<file path="src/rtl/branch_predictor_pkg.sv">
`default_nettype none
// ============================================================================
// Module      : bp_pkg
// Description : Shared encodings, default sizes and PC slicing helpers for
//               the fetch-side branch predictor.
// Revision    : 1.0 - initial release
// ============================================================================
package bp_pkg;

    localparam logic [1:0] SNT = 2'b00;
    localparam logic [1:0] WNT = 2'b01;
    localparam logic [1:0] WT  = 2'b10;
    localparam logic [1:0] ST  = 2'b11;

    localparam int DEF_BTB_ENTRIES = 64;
    localparam int DEF_BHT_ENTRIES = 256;

    // Word index of the PC, masked to idx_bits; callers truncate to their width.
    function automatic logic [31:0] pc_index(input logic [31:0] pc, input int idx_bits);
        return (pc >> 2) & ((32'd1 << idx_bits) - 32'd1);
    endfunction

    function automatic logic [31:0] pc_tag(input logic [31:0] pc, input int idx_bits);
        return pc >> (idx_bits + 2);
    endfunction

    function automatic logic [1:0] sat2_next(input logic [1:0] cnt, input logic taken);
        logic [1:0] nxt;
        nxt = cnt;
        if (taken) begin
            if (cnt != ST)
                nxt = cnt + 2'd1;
        end else begin
            if (cnt != SNT)
                nxt = cnt - 2'd1;
        end
        return nxt;
    endfunction

endpackage
`default_nettype wire

</file>
<file path="src/rtl/branch_predictor_if.sv">
`default_nettype none
// ============================================================================
// Module      : branch_predictor_if
// Description : Fetch lookup and EX-stage training bus of the branch predictor.
// Revision    : 1.0 - initial release
// ============================================================================
interface branch_predictor_if;

    logic [31:0] PCF;
    logic        BTBF;
    logic        BHTF;
    logic [31:0] BTB_Target;

    logic        UpdE;
    logic [31:0] PCE;
    logic        BrTakenE;
    logic [31:0] BrTargetE;
    logic        BTBE;
    logic        BHTE;

    logic [31:0] BrCnt;
    logic [31:0] MissCnt;

    // Pipeline side: issues lookups and training, consumes predictions.
    modport master (
        output PCF, UpdE, PCE, BrTakenE, BrTargetE, BTBE, BHTE,
        input  BTBF, BHTF, BTB_Target, BrCnt, MissCnt
    );

    // Predictor side.
    modport slave (
        input  PCF, UpdE, PCE, BrTakenE, BrTargetE, BTBE, BHTE,
        output BTBF, BHTF, BTB_Target, BrCnt, MissCnt
    );

endinterface
`default_nettype wire

</file>
<file path="src/rtl/branch_predictor_bht.sv">
`default_nettype none
// ============================================================================
// Module      : bht_table
// Description : Flop-based array of 2-bit saturating counters with one
//               combinational read port and one update port.
// Revision    : 1.0 - initial release
// ============================================================================
module bht_table
    import bp_pkg::*;
#(
    parameter int         ENTRIES = DEF_BHT_ENTRIES,
    parameter logic [1:0] INIT    = WNT,
    localparam int        IDX     = $clog2(ENTRIES)
) (
    input  wire logic           clk,
    input  wire logic           rst,
    input  wire logic [IDX-1:0] i_rd_idx,
    output logic                o_rd_taken,
    input  wire logic           i_wr_en,
    input  wire logic [IDX-1:0] i_wr_idx,
    input  wire logic           i_wr_taken
);

    logic [1:0] r_cnt [ENTRIES];

    always_ff @(posedge clk) begin
        if (rst) begin
            for (int i = 0; i < ENTRIES; i++)
                r_cnt[i] <= INIT;
        end else if (i_wr_en) begin
            r_cnt[i_wr_idx] <= sat2_next(r_cnt[i_wr_idx], i_wr_taken);
        end
    end

    // Reads the pre-update value; a same-cycle write shows up next cycle.
    assign o_rd_taken = r_cnt[i_rd_idx][1];

endmodule
`default_nettype wire

</file>
<file path="src/rtl/branch_predictor.sv">
`default_nettype none
// ============================================================================
// Module      : branch_predictor
// Description : Direct-mapped BTB plus 2-bit BHT with zero-latency lookup,
//               EX-stage training and branch/mispredict statistics.
// Revision    : 1.0 - initial release
// ============================================================================
module branch_predictor
    import bp_pkg::*;
#(
    parameter int         BTB_ENTRIES = DEF_BTB_ENTRIES,
    parameter int         BHT_ENTRIES = DEF_BHT_ENTRIES,
    parameter logic [1:0] BHT_INIT    = WNT
) (
    input  wire logic          clk,
    input  wire logic          rst,
    branch_predictor_if.slave  bus
);

    localparam int BTB_IDX = $clog2(BTB_ENTRIES);
    localparam int BHT_IDX = $clog2(BHT_ENTRIES);
    localparam int TAG_W   = 30 - BTB_IDX;

    localparam logic [31:0] c_cnt_max = 32'hFFFF_FFFF;

    logic [BTB_ENTRIES-1:0] r_valid;
    logic [TAG_W-1:0]       r_tag [BTB_ENTRIES];
    logic [31:0]            r_tgt [BTB_ENTRIES];
    logic [31:0]            r_brcnt;
    logic [31:0]            r_misscnt;

    logic [BTB_IDX-1:0] w_fbi;
    logic [TAG_W-1:0]   w_ftag;
    logic [BHT_IDX-1:0] w_fhi;
    logic [BTB_IDX-1:0] w_ebi;
    logic [TAG_W-1:0]   w_etag;
    logic [BHT_IDX-1:0] w_ehi;
    logic               w_btb_hit;
    logic               w_bht_taken;
    logic               w_btb_wr;
    logic               w_mispredict;

    assign w_fbi  = BTB_IDX'(pc_index(bus.PCF, BTB_IDX));
    assign w_ftag = TAG_W'(pc_tag(bus.PCF, BTB_IDX));
    assign w_fhi  = BHT_IDX'(pc_index(bus.PCF, BHT_IDX));
    assign w_ebi  = BTB_IDX'(pc_index(bus.PCE, BTB_IDX));
    assign w_etag = TAG_W'(pc_tag(bus.PCE, BTB_IDX));
    assign w_ehi  = BHT_IDX'(pc_index(bus.PCE, BHT_IDX));

    // Lookup reads flopped state only, so there is no update-to-lookup bypass.
    assign w_btb_hit      = r_valid[w_fbi] && (r_tag[w_fbi] == w_ftag);
    assign bus.BTBF       = w_btb_hit;
    assign bus.BTB_Target = w_btb_hit ? r_tgt[w_fbi] : 32'd0;
    assign bus.BHTF       = w_bht_taken;

    bht_table #(
        .ENTRIES (BHT_ENTRIES),
        .INIT    (BHT_INIT)
    ) u_bht (
        .clk        (clk),
        .rst        (rst),
        .i_rd_idx   (w_fhi),
        .o_rd_taken (w_bht_taken),
        .i_wr_en    (bus.UpdE),
        .i_wr_idx   (w_ehi),
        .i_wr_taken (bus.BrTakenE)
    );

    // Only taken branches allocate; not-taken ones never evict an entry.
    assign w_btb_wr = bus.UpdE && bus.BrTakenE;

    always_ff @(posedge clk) begin
        if (rst)
            r_valid <= '0;
        else if (w_btb_wr)
            r_valid[w_ebi] <= 1'b1;
    end

    always_ff @(posedge clk) begin
        if (!rst && w_btb_wr) begin
            r_tag[w_ebi] <= w_etag;
            r_tgt[w_ebi] <= bus.BrTargetE;
        end
    end

    // The fetch-time prediction was "taken" only when both BTB and BHT agreed.
    assign w_mispredict = (bus.BTBE & bus.BHTE) != bus.BrTakenE;

    always_ff @(posedge clk) begin
        if (rst) begin
            r_brcnt   <= '0;
            r_misscnt <= '0;
        end else if (bus.UpdE) begin
            if (r_brcnt != c_cnt_max)
                r_brcnt <= r_brcnt + 32'd1;
            if (w_mispredict && (r_misscnt != c_cnt_max))
                r_misscnt <= r_misscnt + 32'd1;
        end
    end

    assign bus.BrCnt   = r_brcnt;
    assign bus.MissCnt = r_misscnt;

endmodule
`default_nettype wire

</file>
<file path="src/flat_wrapper.sv">
// flat-port wrapper written by rule: the top's interface ports become plain ports
module branch_predictor_flat import bp_pkg::*;
#(
    parameter int         BTB_ENTRIES = DEF_BTB_ENTRIES,
    parameter int         BHT_ENTRIES = DEF_BHT_ENTRIES,
    parameter logic [1:0] BHT_INIT    = WNT
)
  (clk, rst, bus_PCF, bus_UpdE, bus_PCE, bus_BrTakenE, bus_BrTargetE, bus_BTBE, bus_BHTE, bus_BTBF, bus_BHTF, bus_BTB_Target, bus_BrCnt, bus_MissCnt);
  branch_predictor_if bus_i ();
  input  wire logic clk;
  input  wire logic rst;
  input wire logic [$bits(bus_i.PCF)-1:0] bus_PCF;
  input wire logic [$bits(bus_i.UpdE)-1:0] bus_UpdE;
  input wire logic [$bits(bus_i.PCE)-1:0] bus_PCE;
  input wire logic [$bits(bus_i.BrTakenE)-1:0] bus_BrTakenE;
  input wire logic [$bits(bus_i.BrTargetE)-1:0] bus_BrTargetE;
  input wire logic [$bits(bus_i.BTBE)-1:0] bus_BTBE;
  input wire logic [$bits(bus_i.BHTE)-1:0] bus_BHTE;
  output wire logic [$bits(bus_i.BTBF)-1:0] bus_BTBF;
  output wire logic [$bits(bus_i.BHTF)-1:0] bus_BHTF;
  output wire logic [$bits(bus_i.BTB_Target)-1:0] bus_BTB_Target;
  output wire logic [$bits(bus_i.BrCnt)-1:0] bus_BrCnt;
  output wire logic [$bits(bus_i.MissCnt)-1:0] bus_MissCnt;
  assign bus_i.PCF = bus_PCF;
  assign bus_i.UpdE = bus_UpdE;
  assign bus_i.PCE = bus_PCE;
  assign bus_i.BrTakenE = bus_BrTakenE;
  assign bus_i.BrTargetE = bus_BrTargetE;
  assign bus_i.BTBE = bus_BTBE;
  assign bus_i.BHTE = bus_BHTE;
  assign bus_BTBF = bus_i.BTBF;
  assign bus_BHTF = bus_i.BHTF;
  assign bus_BTB_Target = bus_i.BTB_Target;
  assign bus_BrCnt = bus_i.BrCnt;
  assign bus_MissCnt = bus_i.MissCnt;
  branch_predictor #(.BTB_ENTRIES(BTB_ENTRIES), .BHT_ENTRIES(BHT_ENTRIES), .BHT_INIT(BHT_INIT)) u_core (.clk(clk), .rst(rst), .bus(bus_i));
endmodule
</file>
<file path="config.mk">
export PLATFORM = sky130hd
export DESIGN_NAME = branch_predictor_flat
export DESIGN_NICKNAME = d
export VERILOG_FILES = /design/src/rtl/branch_predictor_pkg.sv /design/src/rtl/branch_predictor_if.sv /design/src/rtl/branch_predictor_bht.sv /design/src/rtl/branch_predictor.sv /design/src/flat_wrapper.sv
export SDC_FILE = /design/constraint.sdc
export NUM_CORES = 2
export LEC_CHECK = 0
export CAP_MARGIN = 20
export CORE_MARGIN = 2
export CORE_UTILIZATION = 57
export CTS_CLUSTER_DIAMETER = 30
export DETAILED_ROUTE_END_ITERATION = 8
export PLACE_DENSITY_LB_ADDON = 0.2
export SYNTH_ARGS = -nofsm -noshare
export SYNTH_HDL_FRONTEND = slang
export SYNTH_HIERARCHICAL = 1
export SYNTH_SLANG_ARGS = --single-unit
</file>
<file path="constraint.sdc">
create_clock -name clk -period 4.8 [get_ports clk]
set_input_delay 0.96 -clock clk [delete_from_list [all_inputs] [get_ports clk]]
set_output_delay 0.96 -clock clk [all_outputs]
set_load 0.005 [all_outputs]
</file>
==> results.sh <==
export IMPL_min_period_ns=5.88
export IMPL_whs_endpoint="u_core/r_tag[57][15]"
export IMPL_status="complete, but fails checks"
export IMPL_drt_iter0_markers=16100
export IMPL_r2r_slack_ns=1.23
export IMPL_cts_hold_fix_buffers=0
export IMPL_dr_pass1_iters=6
export IMPL_clock_skew_ns=0.0589
export IMPL_synth_ff_latch_count=4224
export IMPL_cts_root_buf="clkbuf_16"
export IMPL_dr_total_vias=99800
export IMPL_die_y_um=551
export IMPL_fin_crit_sh=1.23
export IMPL_clk_latency_ns=1.08
export IMPL_utilization=0.702
export IMPL_drc_errors=0
export IMPL_report_final_slew_viol_count=0
export IMPL_layout_area_overhead_vs_synth_pct=22.3
export IMPL_io_buffer_count=195
export IMPL_antenna_found_initial=33
export IMPL_worstPathRequired_ns=3.84
export IMPL_num_nets_final=9656
export IMPL_place_area_sq_um=183000
export IMPL_cp_arrival_ns=4.92
export IMPL_async_flop_share=0
export IMPL_r2r_start="u_core/u_bht/r_cnt[125][0]"
export IMPL_worstHoldStart="bus_PCE[23]"
export IMPL_initial_core_util=0.574
export IMPL_tightest_slew_ns=1.28
export IMPL_clk_pin_slew_ns=0.05
export IMPL_seq_area_frac_synth=0.735
export IMPL_cp_slowest_stage_delay_ns=0.56
export IMPL_relSlewSlack=0.146
export IMPL_maxClockFrequency_mhz=170
export IMPL_grt_setup_unrepaired="yes"
export IMPL_boundaryPins=200
export IMPL_postRouteAntennaNets=0
export IMPL_die_area_sq_um=304000
export IMPL_synthTopCellsByCount="4096 x edfxtp_1, 1169 x mux4_2, 302 x clkbuf_1, 293 x nand3_1, 288 x mux2i_1"
export IMPL_fin_area_sq_um=209000
export IMPL_grt_use_total=0.352
export IMPL_overflow=0
export IMPL_via_per_inst=7.08
export IMPL_routed_wl_um=535000
export IMPL_cts_tree="yes"
export IMPL_r2r_cells=11
export IMPL_r2r_end="u_core/u_bht/r_cnt[151][1]"
export IMPL_grt_pass1_wl_um=746000
export IMPL_synth_flop_cell="edfxtp_1"
export IMPL_cts_sinks=4224
export IMPL_final_setup_tns_ns=-34.61
export IMPL_yosys_area_top_type="edfxtp_1"
export IMPL_rows=200
export IMPL_htreeDepth=6
export IMPL_critPathMaxFanout=5
export IMPL_synth_most_common_cell="edfxtp_1"
export IMPL_holdPathStages=1
export IMPL_routabilityCongestion=0.885
export IMPL_grt_pass1_vias=99100
export IMPL_syn_area_per_cell_sq_um=20.0
export IMPL_endpoint_kind="output port"
export IMPL_cts_buffer_depth=4
export IMPL_ys_warn_count=6
export IMPL_slowest_stage="or4_4"
export IMPL_violations="negative setup slack"
export IMPL_numCtsBuffers=713
export IMPL_synth_area_leaders="edfxtp_1 72%, mux4_2 15%, mux2i_1 1.7%"
export IMPL_dp_hpwl_um=276000
export IMPL_syn_inst=8527
export IMPL_min_path_type="input port to flop"
export IMPL_core_sq_um=298000
export IMPL_maxCapViolations=0
export IMPL_layout_drive_gt1_share=0.336
export IMPL_grt_max_degree=165
export IMPL_leakage_nw=68.3
export IMPL_die_x_um=551
export IMPL_peakVddDrop_mv=0.357
export IMPL_power_w=0.0975
export IMPL_synth_edf_count=4096
export IMPL_p_per_area_nw_per_um2=467
export IMPL_yosysUniqueCellTypes=86
export IMPL_netlist_area_sq_um=171000
export IMPL_hold_viol_final=0
export IMPL_synth_nets=8631
export IMPL_worst_setup_path_type="flop to output port"
export IMPL_startpoint_type="flop"
export IMPL_timing_hold_ws_ns=0.145
export IMPL_setup_slack_ns=-1.08
export IMPL_finalSetupViolCount=34
export IMPL_route_detailed_wl_per_inst_um=38.0
export IMPL_synth_top_area_frac=0.720
export IMPL_crit_chain="mux4_2 > mux4_2 > o22ai_4 > nor3_2 > a311oi_2 > xnor2_2 > or4_4 > and4bb_4 > buf_12 > buf_12 > buf_8 > and3_4 > buf_6"
-- worst max-delay path: cells and delay by family (launching register included) --
family / cells / cell delay (ns)
and+or+nand+nor: 4 / 1.35
muxes: 2 / 0.99
buffers and inverters: 4 / 0.53
AOI/OAI and AO/OA: 2 / 0.44
DFF: 1 / 0.37
xor gates and xnor gates: 1 / 0.14
-- state kept, by name (all words and copies together), names as in the netlist --
| signal | cells |
|---|---|
| u_core/bus.BrCnt | 32 |
| u_core/u_bht/r_cnt | 512 |
| u_core/r_tgt | 2048 |
| u_core/r_valid | 64 |
| u_core/bus.MissCnt | 32 |
| u_core/r_tag | 1536 |
-- metal layers --
metal / vias to the layer above / GRT usage / routed length (um) / share of wire
li1: 37800 / - / - / -
met1: 52000 / 0.480 / 188000 / 0.35
met2: 8537 / 0.541 / 249000 / 0.47
met4: 18 / 0.162 / 27900 / 0.052
met3: 1523 / 0.0897 / 70500 / 0.13
met5: - / 0 / 120 / 0.00022
-- area by class of cell --
class,instances,area [sq um]
flip-flops and latches,4224,126000
fillers,17400,88600
multi-input cells,3574,42600
clock buffers,794,18300
repair buffers,958,10600
clock inverters,527,6640
well taps,3939,4930
inverters,81,319
diodes,11,27.5
-- placed cells by master (no fill, tap or decap), types with 102 or more instances in the layout --
master           count
edfxtp_1          4096
mux4_2            1172
clkbuf_16          719
buf_4              527
nand3_1            291
mux2i_1            288
nand2_1            250
nor3_1             221
buf_12             217
a21o_1             170
nor2_1             140
dfxtp_1            128
o22ai_1            115
clkdlybuf4s50_1    102
-- through the flow --
| stage | instances | setup WS, ns |
|---|---|---|
| floorplan | 8527 | -0.00299 |
| finish | 14100 | -1.08 |
| detailed placement | 12700 | -1.42 |
| CTS | 14100 | -1.06 |
| global route | 14100 | -1.13 |
| global placement | 12700 | -1.31 |
-- worst max-delay path by stage --
| stage | depth (start not counted) | slack (ns) | end | from |
|---|---|---|---|---|
| floorplan | 11 | -0.003 | bus_BTB_Target[0] | bus_PCF[2] |
| global placement | 17 | -1.31 | bus_BTB_Target[17] | bus_PCF[5] |
| detailed placement | 16 | -1.42 | bus_BTB_Target[17] | bus_PCF[2] |
| CTS | 13 | -1.06 | bus_BTB_Target[11] | u_core/r_tag[9][10] |
| global route | 13 | -1.13 | bus_BTB_Target[5] | u_core/r_tag[11][10] |
| finish | 13 | -1.08 | bus_BTB_Target[26] | u_core/r_tag[9][10] |
-- timing repair --
item | CTS | global route
gates resized for setup | 210 | 27
setup buffers | 22 | 1
pin swaps | 13 | 9
setup endpoints to repair | 34 | 34
cloned | 10 | 0
hold endpoints to repair | 0 | 0
-- where the power goes --
part / leakage, nW / switching, W / internal (W)
registers: 37.7 / 0.0000719 / 0.0406
logic: 18.7 / 0.00283 / 0.00194
clock network: 11.9 / 0.0190 / 0.0330
total: 68.3 / 0.0219 / 0.0756
-- cells by family (layout without fill, tap and decap cells) --
kind of cell    Yosys count  count (layout)  synth area share
simple gates           1321            1321            0.0388
compound gates          689             689            0.0282
fa+ha+maj                 4               4          0.000278
flops                  4224            4224             0.735
buf+inv                 729            2360            0.0205
mux                    1489            1489             0.174
xor+xnor                 71              71           0.00364
other cells               0              11                 0
Power figures use the tool's default switching activity.
